<file path="src/rtl/psum_spad_ctrl.sv">
// Partial-sum scratchpad sequencer: signed saturating read-modify-write
// accumulation of MAC results and a valid/ready drain of the first n entries.
module psum_spad_ctrl #(
  parameter int DATA_W = 8,
  parameter int ADDR_W = 6,
  parameter int DEPTH  = 64
) (
  input  logic              clk,
  input  logic              rst_n,
  input  logic              mac_valid,
  output logic              mac_ready,
  input  logic [DATA_W-1:0] mac_data,
  input  logic [ADDR_W-1:0] mac_addr,
  input  logic              mac_first,
  input  logic              drain_start,
  input  logic [ADDR_W:0]   cfg_num_psum,
  output logic              psum_out_valid,
  input  logic              psum_out_ready,
  output logic [DATA_W-1:0] psum_out_data,
  output logic              psum_out_last,
  output logic              drain_done,
  output logic              busy,
  output logic              spad_rd,
  output logic              spad_wr,
  output logic [ADDR_W-1:0] spad_addr,
  output logic [DATA_W-1:0] spad_wdata,
  input  logic [DATA_W-1:0] spad_rdata
);

  localparam logic [2:0] S_IDLE      = 3'd0;
  localparam logic [2:0] S_ACC_RD    = 3'd1;
  localparam logic [2:0] S_ACC_WR    = 3'd2;
  localparam logic [2:0] S_DRAIN_RD  = 3'd3;
  localparam logic [2:0] S_DRAIN_OUT = 3'd4;
  localparam logic [2:0] S_DONE      = 3'd5;

  localparam logic [ADDR_W:0]   DEPTH_CNT = (ADDR_W+1)'(DEPTH);
  localparam logic [ADDR_W:0]   CNT_ONE   = (ADDR_W+1)'(1);
  localparam logic [ADDR_W-1:0] IDX_ONE   = ADDR_W'(1);
  localparam logic [DATA_W-1:0] SAT_MAX   = {1'b0, {(DATA_W-1){1'b1}}};
  localparam logic [DATA_W-1:0] SAT_MIN   = {1'b1, {(DATA_W-1){1'b0}}};

  logic [2:0]        state_q, state_d;
  logic [DATA_W-1:0] op_data_q, op_data_d;
  logic [ADDR_W-1:0] op_addr_q, op_addr_d;
  logic              op_first_q, op_first_d;
  logic [ADDR_W-1:0] idx_q, idx_d;
  logic [ADDR_W:0]   num_q, num_d;

  logic [ADDR_W:0]   num_clamped;
  logic              drain_last;
  logic              mac_accept;
  logic [DATA_W:0]   acc_sum;
  logic [DATA_W-1:0] acc_sat;

  assign num_clamped = (cfg_num_psum > DEPTH_CNT) ? DEPTH_CNT : cfg_num_psum;
  assign drain_last  = ({1'b0, idx_q} == (num_q - CNT_ONE));
  assign mac_accept  = mac_valid && mac_ready;

  // One extra sign bit is enough to detect overflow of an 8+8 bit signed add.
  assign acc_sum = {spad_rdata[DATA_W-1], spad_rdata} + {op_data_q[DATA_W-1], op_data_q};

  always_comb begin
    acc_sat = acc_sum[DATA_W-1:0];
    if (acc_sum[DATA_W] != acc_sum[DATA_W-1]) begin
      acc_sat = acc_sum[DATA_W] ? SAT_MIN : SAT_MAX;
    end
  end

  always_comb begin
    state_d    = state_q;
    op_data_d  = op_data_q;
    op_addr_d  = op_addr_q;
    op_first_d = op_first_q;
    idx_d      = idx_q;
    num_d      = num_q;
    case (state_q)
      S_IDLE: begin
        if (drain_start) begin
          num_d   = num_clamped;
          idx_d   = '0;
          state_d = (num_clamped == '0) ? S_DONE : S_DRAIN_RD;
        end else if (mac_accept) begin
          op_data_d  = mac_data;
          op_addr_d  = mac_addr;
          op_first_d = mac_first;
          state_d    = mac_first ? S_ACC_WR : S_ACC_RD;
        end
      end
      S_ACC_RD:   state_d = S_ACC_WR;
      S_ACC_WR:   state_d = S_IDLE;
      S_DRAIN_RD: state_d = S_DRAIN_OUT;
      S_DRAIN_OUT: begin
        if (psum_out_ready) begin
          if (drain_last) begin
            state_d = S_DONE;
          end else begin
            idx_d   = idx_q + IDX_ONE;
            state_d = S_DRAIN_RD;
          end
        end
      end
      S_DONE:  state_d = S_IDLE;
      default: state_d = S_IDLE;
    endcase
  end

  always_ff @(posedge clk or negedge rst_n) begin
    if (!rst_n) begin
      state_q    <= S_IDLE;
      op_data_q  <= '0;
      op_addr_q  <= '0;
      op_first_q <= 1'b0;
      idx_q      <= '0;
      num_q      <= '0;
    end else begin
      state_q    <= state_d;
      op_data_q  <= op_data_d;
      op_addr_q  <= op_addr_d;
      op_first_q <= op_first_d;
      idx_q      <= idx_d;
      num_q      <= num_d;
    end
  end

  // mac_ready is gated by rst_n so every output reads 0 while reset is held.
  always_comb begin
    mac_ready      = 1'b0;
    psum_out_valid = 1'b0;
    psum_out_data  = '0;
    psum_out_last  = 1'b0;
    drain_done     = 1'b0;
    busy           = (state_q != S_IDLE);
    spad_rd        = 1'b0;
    spad_wr        = 1'b0;
    spad_addr      = '0;
    spad_wdata     = '0;
    case (state_q)
      S_IDLE: mac_ready = rst_n && !drain_start;
      S_ACC_RD: begin
        spad_rd   = 1'b1;
        spad_addr = op_addr_q;
      end
      S_ACC_WR: begin
        spad_wr    = 1'b1;
        spad_addr  = op_addr_q;
        spad_wdata = op_first_q ? op_data_q : acc_sat;
      end
      S_DRAIN_RD: begin
        spad_rd   = 1'b1;
        spad_addr = idx_q;
      end
      S_DRAIN_OUT: begin
        psum_out_valid = 1'b1;
        psum_out_data  = spad_rdata;
        psum_out_last  = drain_last;
      end
      S_DONE:  drain_done = 1'b1;
      default: ;
    endcase
  end

endmodule
</file>
<file path="config.mk">
export PLATFORM = sky130hd
export DESIGN_NAME = psum_spad_ctrl
export DESIGN_NICKNAME = d
export VERILOG_FILES = /design/src/rtl/psum_spad_ctrl.sv
export SDC_FILE = /design/constraint.sdc
export NUM_CORES = 1
export LEC_CHECK = 0
export CORE_MARGIN = 5
export CORE_UTILIZATION = 45
export CTS_CLUSTER_SIZE = 10
export DETAILED_ROUTE_END_ITERATION = 8
export PLACE_DENSITY = 0.76
export SLEW_MARGIN = 20
export SYNTH_ARGS = -nofsm -noshare
export SYNTH_HDL_FRONTEND = slang
export SYNTH_SLANG_ARGS = --single-unit
</file>
<file path="constraint.sdc">
create_clock -name clk -period 10.3 [get_ports clk]
set_input_delay 3.09 -clock clk [delete_from_list [all_inputs] [get_ports clk]]
set_output_delay 3.09 -clock clk [all_outputs]
set_load 0.1 [all_outputs]
</file>
* After elaboration in Yosys (flattened, before gate mapping)
Cells that the tools add are included.
Operators by class: shift-type cells 0, multiply operators 0, muxes and demuxes 24, add/subtract/negate cells 3, bitwise operators 1, reductions and logical operators 13, eq/ne operators 11, divide/modulo/power cells 0, order comparisons 1
Operators by type and width (number):
- $mux W8 | 5
- $pmux W6 S2 | 2
- $mux W6 | 3
- $mux W3 | 5
- $pmux W3 S4 | 1
- $add A8 B8 Y9 | 1
- $eq A6 B7 Y1 | 1
- $gt A7 B7 Y1 const B | 1
- $logic_not A7 Y1 | 1
- $mux W7 | 1
- $sub A7 B1 Y7 const B | 1
- $add A6 B1 Y6 const B | 1
- $eq A3 B2 Y1 const B | 2
- $eq A3 B3 Y1 const B | 2
- $mux W1 | 6
- $ne A2 B2 Y1 const B | 3
- $reduce_and A2 Y1 | 2
- $reduce_and A4 Y1 | 1
- $reduce_or A2 Y1 | 2
- $eq A3 B1 Y1 const B | 1
- $logic_not A3 Y1 | 1
- $ne A3 B3 Y1 const B | 1
- $reduce_and A3 Y1 | 1
- $reduce_bool A3 Y1 | 1
- other kinds (6) | 7
Word-level totals: memory bits (read-only) 0, bits in writable memories 0, memories kept 0, word-level logic and storage cells 59, register bits after elaboration 31, output and inout port bits 29, input bits 35, bits in latches 0

* Longest topological paths before layout
depth in word-level cells 7, mapped depth 9, depth with buffers taken out 8

* Worst setup path before layout
OpenSTA, ideal clock, no wires.
kind input -> output, from input port spad_rdata[0], to output port spad_wdata[0], path slack 1551 ps, cell stages on the path 8, arrival 5659 ps, cells stage by stage ha_1 > fa_1 > a211oi_1 > nor2_1 > or3b_1 > o311a_1 > a211oi_2 > a221o_1
On the way: cells in the longest elaborated chain, start to end 5, elaborated cells on any way between the ends 6, those cells by class add/sub (1); eq/ne (1); mux (4)
RTL lines:
- from (decl) | RTL line 27 | input logic [DATA_W-1:0] spad_rdata
- $add A8 B8 Y9 * | RTL line 61 | assign acc_sum = {spad_rdata[DATA_W-1], spad_rdata} + {op_data_q[DATA_W-1], op_data_q};
- $mux W8 or $ne A1 B1 Y1 (tied branches) | RTL line 66, 65
- $mux W8 * | RTL line 65 | if (acc_sum[DATA_W] != acc_sum[DATA_W-1]) begin
- $mux W8 * | RTL line 147 | spad_wdata = op_first_q ? op_data_q : acc_sat;
- $mux W8 * | RTL line 138 | case (state_q)
- to (decl) | RTL line 26 | output logic [DATA_W-1:0] spad_wdata,
Every way passes the cells marked *; elsewhere a longest branch is shown, timed or not.

* Worst setup path in the final report
from input port spad_rdata[0], to output port spad_wdata[2]
Same word-level chain as after synthesis.

==> run_results.csv <==
group,metric,value,unit
yosys,synth_ff_type,"dfrtp_1",
grt,grt_first_pass_wirelength,9600,um
layout,net_count_of_the_finished_layout,350,
yosys,synth_edf_count,0,
hold_path,whs_path_depth,1,
place,place_hpwl,4500,um
cts,worstSkewPairLatency,0.28,ns
critical_path,cpPeakStageDelay,0.46,ns
cts,clockBufferDepth,2,
yosys,ys_warn_count,0,
critical_path,critical_path.reg2reg.endpoint,"idx_q[4]",
yosys,synth_top_cell_by_area,"dfrtp_1",
grt,number_of_antenna_violations_at_the_first_check_in_global_routing,0,
route,detailed_router_s_first_iteration_violation_count,47,
critical_path,timing.critical_path.required,7.21,ns
hold_path,tightest_hold_check_type,"register to register",
route,detailroute.via_count,2088,
power,power-per-cell-area,349,mW/mm^2
place,place.gp.congestion,0.952,
sta,hold_viol_final,0,
sta,report.final.slew_viol_count,0,
die,placement_rows,26,
critical_path,r2r.worst_path.cells,5,
yosys,synth-seq-cells,31,
grt,gr-usage-all-layers,18.8,%
place,port_buffers,63,
route,postRouteWirelength,5880,um
hold_path,min-delay-start,"op_data_q[7]",
cts,cts_root_cell,"clkbuf_8",
sta,clock_skew,0.00815,ns
job,number_of_max_capacitance_violations_reported,0,
die,dieArea,0.00666,mm^2
critical_path,worstSetupEndpointType,"output port",
grt,largest_net_degree_at_the_start_of_global_routing,34,
cts,clock_input_transition_at_the_sequential_cells_of_the_worst_setup_and_hold_paths,0.07,ns
critical_path,critPathMaxFanout,7,
cts,cts-hold-fix-buffers,0,
die,initial_utilization,45.8,%
cts,postCtsSetupRepairBufs,0,
critical_path,worst_ep_arrival_time,6.03,ns
grt,number_of_global_route_vias_before_repair,2072,
layout,area_delta_synth_final,32.2,%
layout,drive_gt1_share,14.8,%
sta,period_needed,9.12,ns
die,chipHeight,81.6,um
critical_path,worst-r2r-setup-slack,7.89,ns
critical_path,critical-path-top-delay-family,"compound AO/OA/AOI/OAI gates",
cts,clock-sinks,31,
die,boundaryPins,64,
critical_path,crit_type,"input port to output port",
yosys,syn_inst,243,
route,first_pass_iters,5,
layout,postLayoutCellArea,0.00305,mm^2
yosys,post-synth-top-area-fraction,33.6,%
route,drc_errors,0,
status,outcome,"complete, no violations",
cts,cts_made_buffers,5,
power,maximum_vdd_ir_drop,0.196,mV
power,power_leakage,1.31,nW
place,placed_area,0.00297,mm^2
die,floorplan.die.width,81.6,um
hold_path,capture_endpoint_of_the_worst_hold_path,"op_data_q[7]",
yosys,syn_area,0.00231,mm^2
sta,fraction_of_the_cycle_the_final_worst_path_needs,88.6,%
grt,grt_overflow_total,0,
critical_path,slowest_stage,"a211oi_2",
sta,timing_worst_slew_pin_value,0.977,ns
critical_path,critical_path.reg2reg.startpoint,"state_q[0]",
yosys,post_synth.cell_area_avg,9.50,um^2
layout,fin_util,60.5,%
yosys,ys_top_cells_by_area,"dfrtp_1 34%, mux2_2 10%, ha_1 5.4%",
critical_path,timing.critical_path.cells,"clkdlybuf4s50_1 -> ha_1 -> fa_1 -> a211oi_1 -> nor2_1 -> or3b_1 -> o311a_1 -> a211oi_2 -> a221o_1 -> buf_4",
sta,rsz_0062_raised_after_global_routing,"no",
layout,insertedDiodeCount,0,
sta,setup_total_negative_slack,0,ns
sta,max_freq,110,MHz
critical_path,critical_path_source_type,"input port",
route,routed_wire_length_per_instance,15.7,um
sta,setup_viol_count_final,0,
critical_path,cp_num_buf_inv,2,
yosys,synth-async-reset-ratio,100,%
yosys,synth_cell_type_count,58,
cts,cts_htree_levels,2,
cts,ctsResizeCount,0,
route,post_drt_via_cell_ratio,5.57,
cts,cts_tree,"yes",
yosys,synth.net_count,289,
sta,max-slew-margin-rel,34.7,%
yosys,proportion_of_synthesized_chip_area_in_sequential_cells,33.6,%
route,drt.antenna.violating_nets,0,
die,core_area,0.00504,mm^2
==> cells by family after synthesis <==
kind of cell | after synthesis | share of synthesized area, %
flops | 31 | 33.6
fa+ha+maj | 11 | 6.29
xor+xnor | 10 | 4.44
mux | 22 | 10.7
compound gates | 59 | 20.1
simple gates | 93 | 21.8
buf+inv | 17 | 3.09
==> power by group <==
group	internal [W]	switching, W	total [W]	leakage (nW)
registers	0.000169	0.0000620	0.000231	0.393
clock network	0.0000473	0.0000431	0.0000904	0.0422
logic	0.000240	0.000503	0.000743	0.875
total	0.000456	0.000608	0.00106	1.31
==> registers in the layout, summed over array words and instances (netlist names) <==
register    count
op_data_q       8
num_q           7
idx_q           6
op_addr_q       6
state_q         3
op_first_q      1
==> final cells by class <==
class / count / area [um^2]
timing repair buffer: 65 / 623
fill: 455 / 1990
inverter: 6 / 22.5
tap: 70 / 87.6
clock buffer: 7 / 76.3
clock inverter: 1 / 5.00
sequential: 31 / 776
multi-input combinational: 195 / 1460
==> routing by layer <==
layer	vias to the layer above	share of wire [%]	track usage, %
met5	-	0	0
met4	0	1.5	7.64
met1	995	44	23.2
met2	55	49	32.3
li1	1030	-	-
met3	8	5.1	3.18
==> cells in the mapped netlist (3+ instances only) <==
cell / n
clkbuf_1: 9
a221o_1: 7
o21ai_0: 10
ha_1: 10
and3_1: 8
a21oi_1: 3
xnor2_1: 7
nor2_1: 21
a22oi_1: 6
mux2_2: 21
nand2_1: 20
nand4_1: 4
dfrtp_1: 31
nor3_1: 4
inv_1: 6
a211oi_1: 3
o21a_1: 3
nor4_1: 3
nor3b_1: 3
nand3b_1: 3
o31a_1: 4
and2_1: 4
or3_1: 3
nand2b_1: 6
==> metrics by stage <==
step / setup WS (ns) / hold WS (ns) / cells / total power, W
3_5_place_dp: 1.23 / 0.521 / 367 / 0.000975
6_report: 1.18 / 0.529 / 375 / 0.00106
2_1_floorplan: 1.55 / 0.497 / 243 / 0.000819
4_1_cts: 1.20 / 0.534 / 375 / 0.00107
3_3_place_gp: 1.29 / 0.509 / 367 / 0.000966
5_1_grt: 0.948 / 0.564 / 375 / 0.00113
==> layout by cell type (no fill, tap or decap), drive strengths merged, types with 3 or more instances in the layout <==
cell type	Yosys	routed
or3	3	3
ha	10	10
a21oi	4	4
nor3b	3	3
clkbuf	9	7
o21ai	12	12
nor4	3	3
xnor2	7	7
nor2	21	21
nor3	4	4
nand3b	3	3
dfrtp	31	31
and2	4	4
o21a	3	3
nand2b	6	6
nand4	4	4
buf	2	11
nand2	20	20
o31a	4	4
a221o	7	7
inv	6	6
a211oi	5	5
mux2	21	21
and3	8	8
o211ai	3	3
clkdlybuf4s50	0	54
a22oi	6	6
==> worst max-delay path by stage <==
| stage | start | to | cells after the start |
|---|---|---|---|
| after floorplan | spad_rdata[0] | spad_wdata[0] | 8 |
| after global placement | spad_rdata[0] | spad_wdata[0] | 10 |
| after detailed placement | spad_rdata[0] | spad_wdata[2] | 10 |
| after CTS | spad_rdata[0] | spad_wdata[1] | 10 |
| after global routing | spad_rdata[0] | spad_wdata[1] | 10 |
| final | spad_rdata[0] | spad_wdata[2] | 10 |
No activity file was read; power rests on OpenSTA's default activity.
==> RTL change, RTL diff (config.mk and constraints unchanged) <==
Add an input register stage for `cfg_num_psum`, with the module's reset; this delays it by one clock. The other inputs are not delayed to match.
--- a/src/rtl/psum_spad_ctrl.sv
+++ b/src/rtl/psum_spad_ctrl.sv
@@ -40,6 +40,16 @@
   localparam logic [DATA_W-1:0] SAT_MAX   = {1'b0, {(DATA_W-1){1'b1}}};
   localparam logic [DATA_W-1:0] SAT_MIN   = {1'b1, {(DATA_W-1){1'b0}}};
 
+  logic [ADDR_W:0] cfg_num_psum_q;
+
+  always_ff @(posedge clk or negedge rst_n) begin
+    if (!rst_n) begin
+      cfg_num_psum_q <= '0;
+    end else begin
+      cfg_num_psum_q <= cfg_num_psum;
+    end
+  end
+
   logic [2:0]        state_q, state_d;
   logic [DATA_W-1:0] op_data_q, op_data_d;
   logic [ADDR_W-1:0] op_addr_q, op_addr_d;
@@ -53,7 +63,7 @@
   logic [DATA_W:0]   acc_sum;
   logic [DATA_W-1:0] acc_sat;
 
-  assign num_clamped = (cfg_num_psum > DEPTH_CNT) ? DEPTH_CNT : cfg_num_psum;
+  assign num_clamped = (cfg_num_psum_q > DEPTH_CNT) ? DEPTH_CNT : cfg_num_psum_q;
   assign drain_last  = ({1'b0, idx_q} == (num_q - CNT_ONE));
   assign mac_accept  = mac_valid && mac_ready;
 
Function: changed (Yosys sat finds a counterexample within 4 cycles, from zero or initial values and one cycle with rst_n low).
==> RTL change against the original RTL <==
Global-route usage decreased by 0.41 points; setup slack gained 0.20 ns; sequential cell count rose by 7; design area increased by 11%; synthesized area up 12%; sequential share of layout area grew 2.8 points; wire length is 11% higher; register-to-register slack worse by 0.07 ns; critical path type unchanged; critical endpoint is now spad_wdata[0]; largest cell class unchanged.
Power is not shown: default switching activity piles up to over one toggle a cycle in this logic, so the estimate is an artifact.
==> RTL change: results (changes against the original RTL) <==
Run status
The run finished with clean final reports.

Timing
The transition time at the pin with the least slew margin is 0.9801 ns (+0.003324 ns). The worst clock skew is 0.005389 ns (-0.002763 ns). The worst hold slack across all endpoints came to 0.5170 ns (-0.01193 ns). The number of hold-slack violations in the final timing report is 0 (unchanged).

Finish
The largest registers in the layout are op_data_q: 8 flops, cfg_num_psum_q: 7 flops, num_q: 7 flops. The post-route cell area is 3374 um2 (+11%). The count of non-CTS inverters in the layout is 10 (+4).

The number of multi-input combinational cells is 215 (+10%). The share of final layout cell area taken by clock buffers and inverters is 4.079% (+1.4 points). The post-layout net count is 380 (+8.6%). The non-clock buffer instance count of the final layout is 64 (-1.5%). The combined flip-flop and latch cell area is 950.9 um2 (+23%).

The non-clock buffer contribution to total cell area is 18.17% (-2.2 points). The count of clock buffers in the final design is 5 (-2). The share of final-layout standard cells stronger than drive strength 1 is 15.52% (+0.77 points).

Routing
The detailed router's first-iteration violation count came to 119 (+150%). The number of iterations in the first detailed-routing pass is 4 (-1). The total detailed-routing wirelength was 6505 um (+11%). The average wire length per cell after detail routing is 15.98 um (+2.0%). The detailed-routed wire length on met3 is 290 um (-2.7%). The routed length on met1 is 3041 um (+17%).

Critical path
The critical path's largest stage delay came to 0.43 ns (-0.03 ns). The endpoint identified for the worst register-to-register timing path is idx_q[0]. The minimum setup slack among reg-to-reg paths is 7.82 ns (-0.07 ns). The cell family contributing the most delay on the critical path is buffers and inverters. The worst reg-to-reg path cell count is 6 (+1). The arrival time of the worst setup path is 5.83 ns (-0.20 ns). The worst register-to-register path begins at state_q[2]. On the critical path, the stage with the largest delay is an instance of fa_1.

Placed design
The final RePlAce weighted congestion is 0.8573 (-9.9%). The post-placement cell area is 3237 um2 (+9.0%). The total placed cells including tap cells is 399 (+8.7%). The half-perimeter wire length after detailed placement was 4905 um (+9.1%). The count of input and output buffers is 63 (unchanged).

GRT
The via count of the first global-routing pass came to 2229 (+7.6%). The met1 track demand over resource in global routing is 25.39% (+2.2 points). The global-route wire length before repair is 10860 um (+13%). The met3 track demand over resource in global routing is 2.882% (-0.30 points). The total global routing track utilization is 18.36% (-0.41 points). The met2 usage in global routing is 30.01% (-2.3 points).

Synthesis
The synthesized-area fraction occupied by ao, oa, aoi and oai cells is 16.76% (-3.3 points). In the synthesized netlist, the cells that appear most often are dfrtp_1, nand2_1, nor2_1. The post-synthesis adder-cell area fraction is 5.637% (-0.65 points). The flip-flop and latch count after synthesis is 38 (+23%). The post-synth net total was 320 (+11%). The share of the yosys chip area belonging to registers is 36.93% (+3.3 points). The mux cell area share after synthesis was 10.54% (-0.13 points). Ranked by total cell area, the synthesized netlist is headed by dfrtp_1, mux2_2, ha_1. The post-synthesis area per instance came to 9.398 um2 (-1.1%). The synthesized-area fraction occupied by xor and xnor cells is 3.936% (-0.51 points).

Floorplanning
The core footprint was 5540 um2 (+9.9%).

Worst hold path
The startpoint of the worst hold path is cfg_num_psum_q[2]. The number of instances on the worst hold path is 2 (+1). The path with the worst hold slack has its endpoint at num_q[2].

Clock network
The clock latency on the worst-skew pair is around 0.29 ns.
==> RTL change: changes by cell type in the layout (fill, tap and decap cells not counted), sizes merged, moves of 4 or more <==
| cell | change |
|---|---|
| a21oi | +4 |
| a221o | -7 |
| dfrtp | +7 |
| inv | +4 |
| nand2 | +8 |
| nand3 | +4 |
| nand3b | +6 |
| o211ai | +5 |
| o31a | -4 |
==> RTL change: worst max path at each step <==
stage | startpoint | cells past startpoint | to | slack [ns]
2_1_floorplan | spad_rdata[0] | 8 | spad_wdata[2] | 1.11
3_3_place_gp | spad_rdata[0] | 10 | spad_wdata[0] | 1.47
3_5_place_dp | spad_rdata[0] | 10 | spad_wdata[0] | 1.40
4_1_cts | spad_rdata[0] | 10 | spad_wdata[0] | 1.39
5_1_grt | spad_rdata[0] | 10 | spad_wdata[0] | 1.05
6_report | spad_rdata[0] | 10 | spad_wdata[0] | 1.38
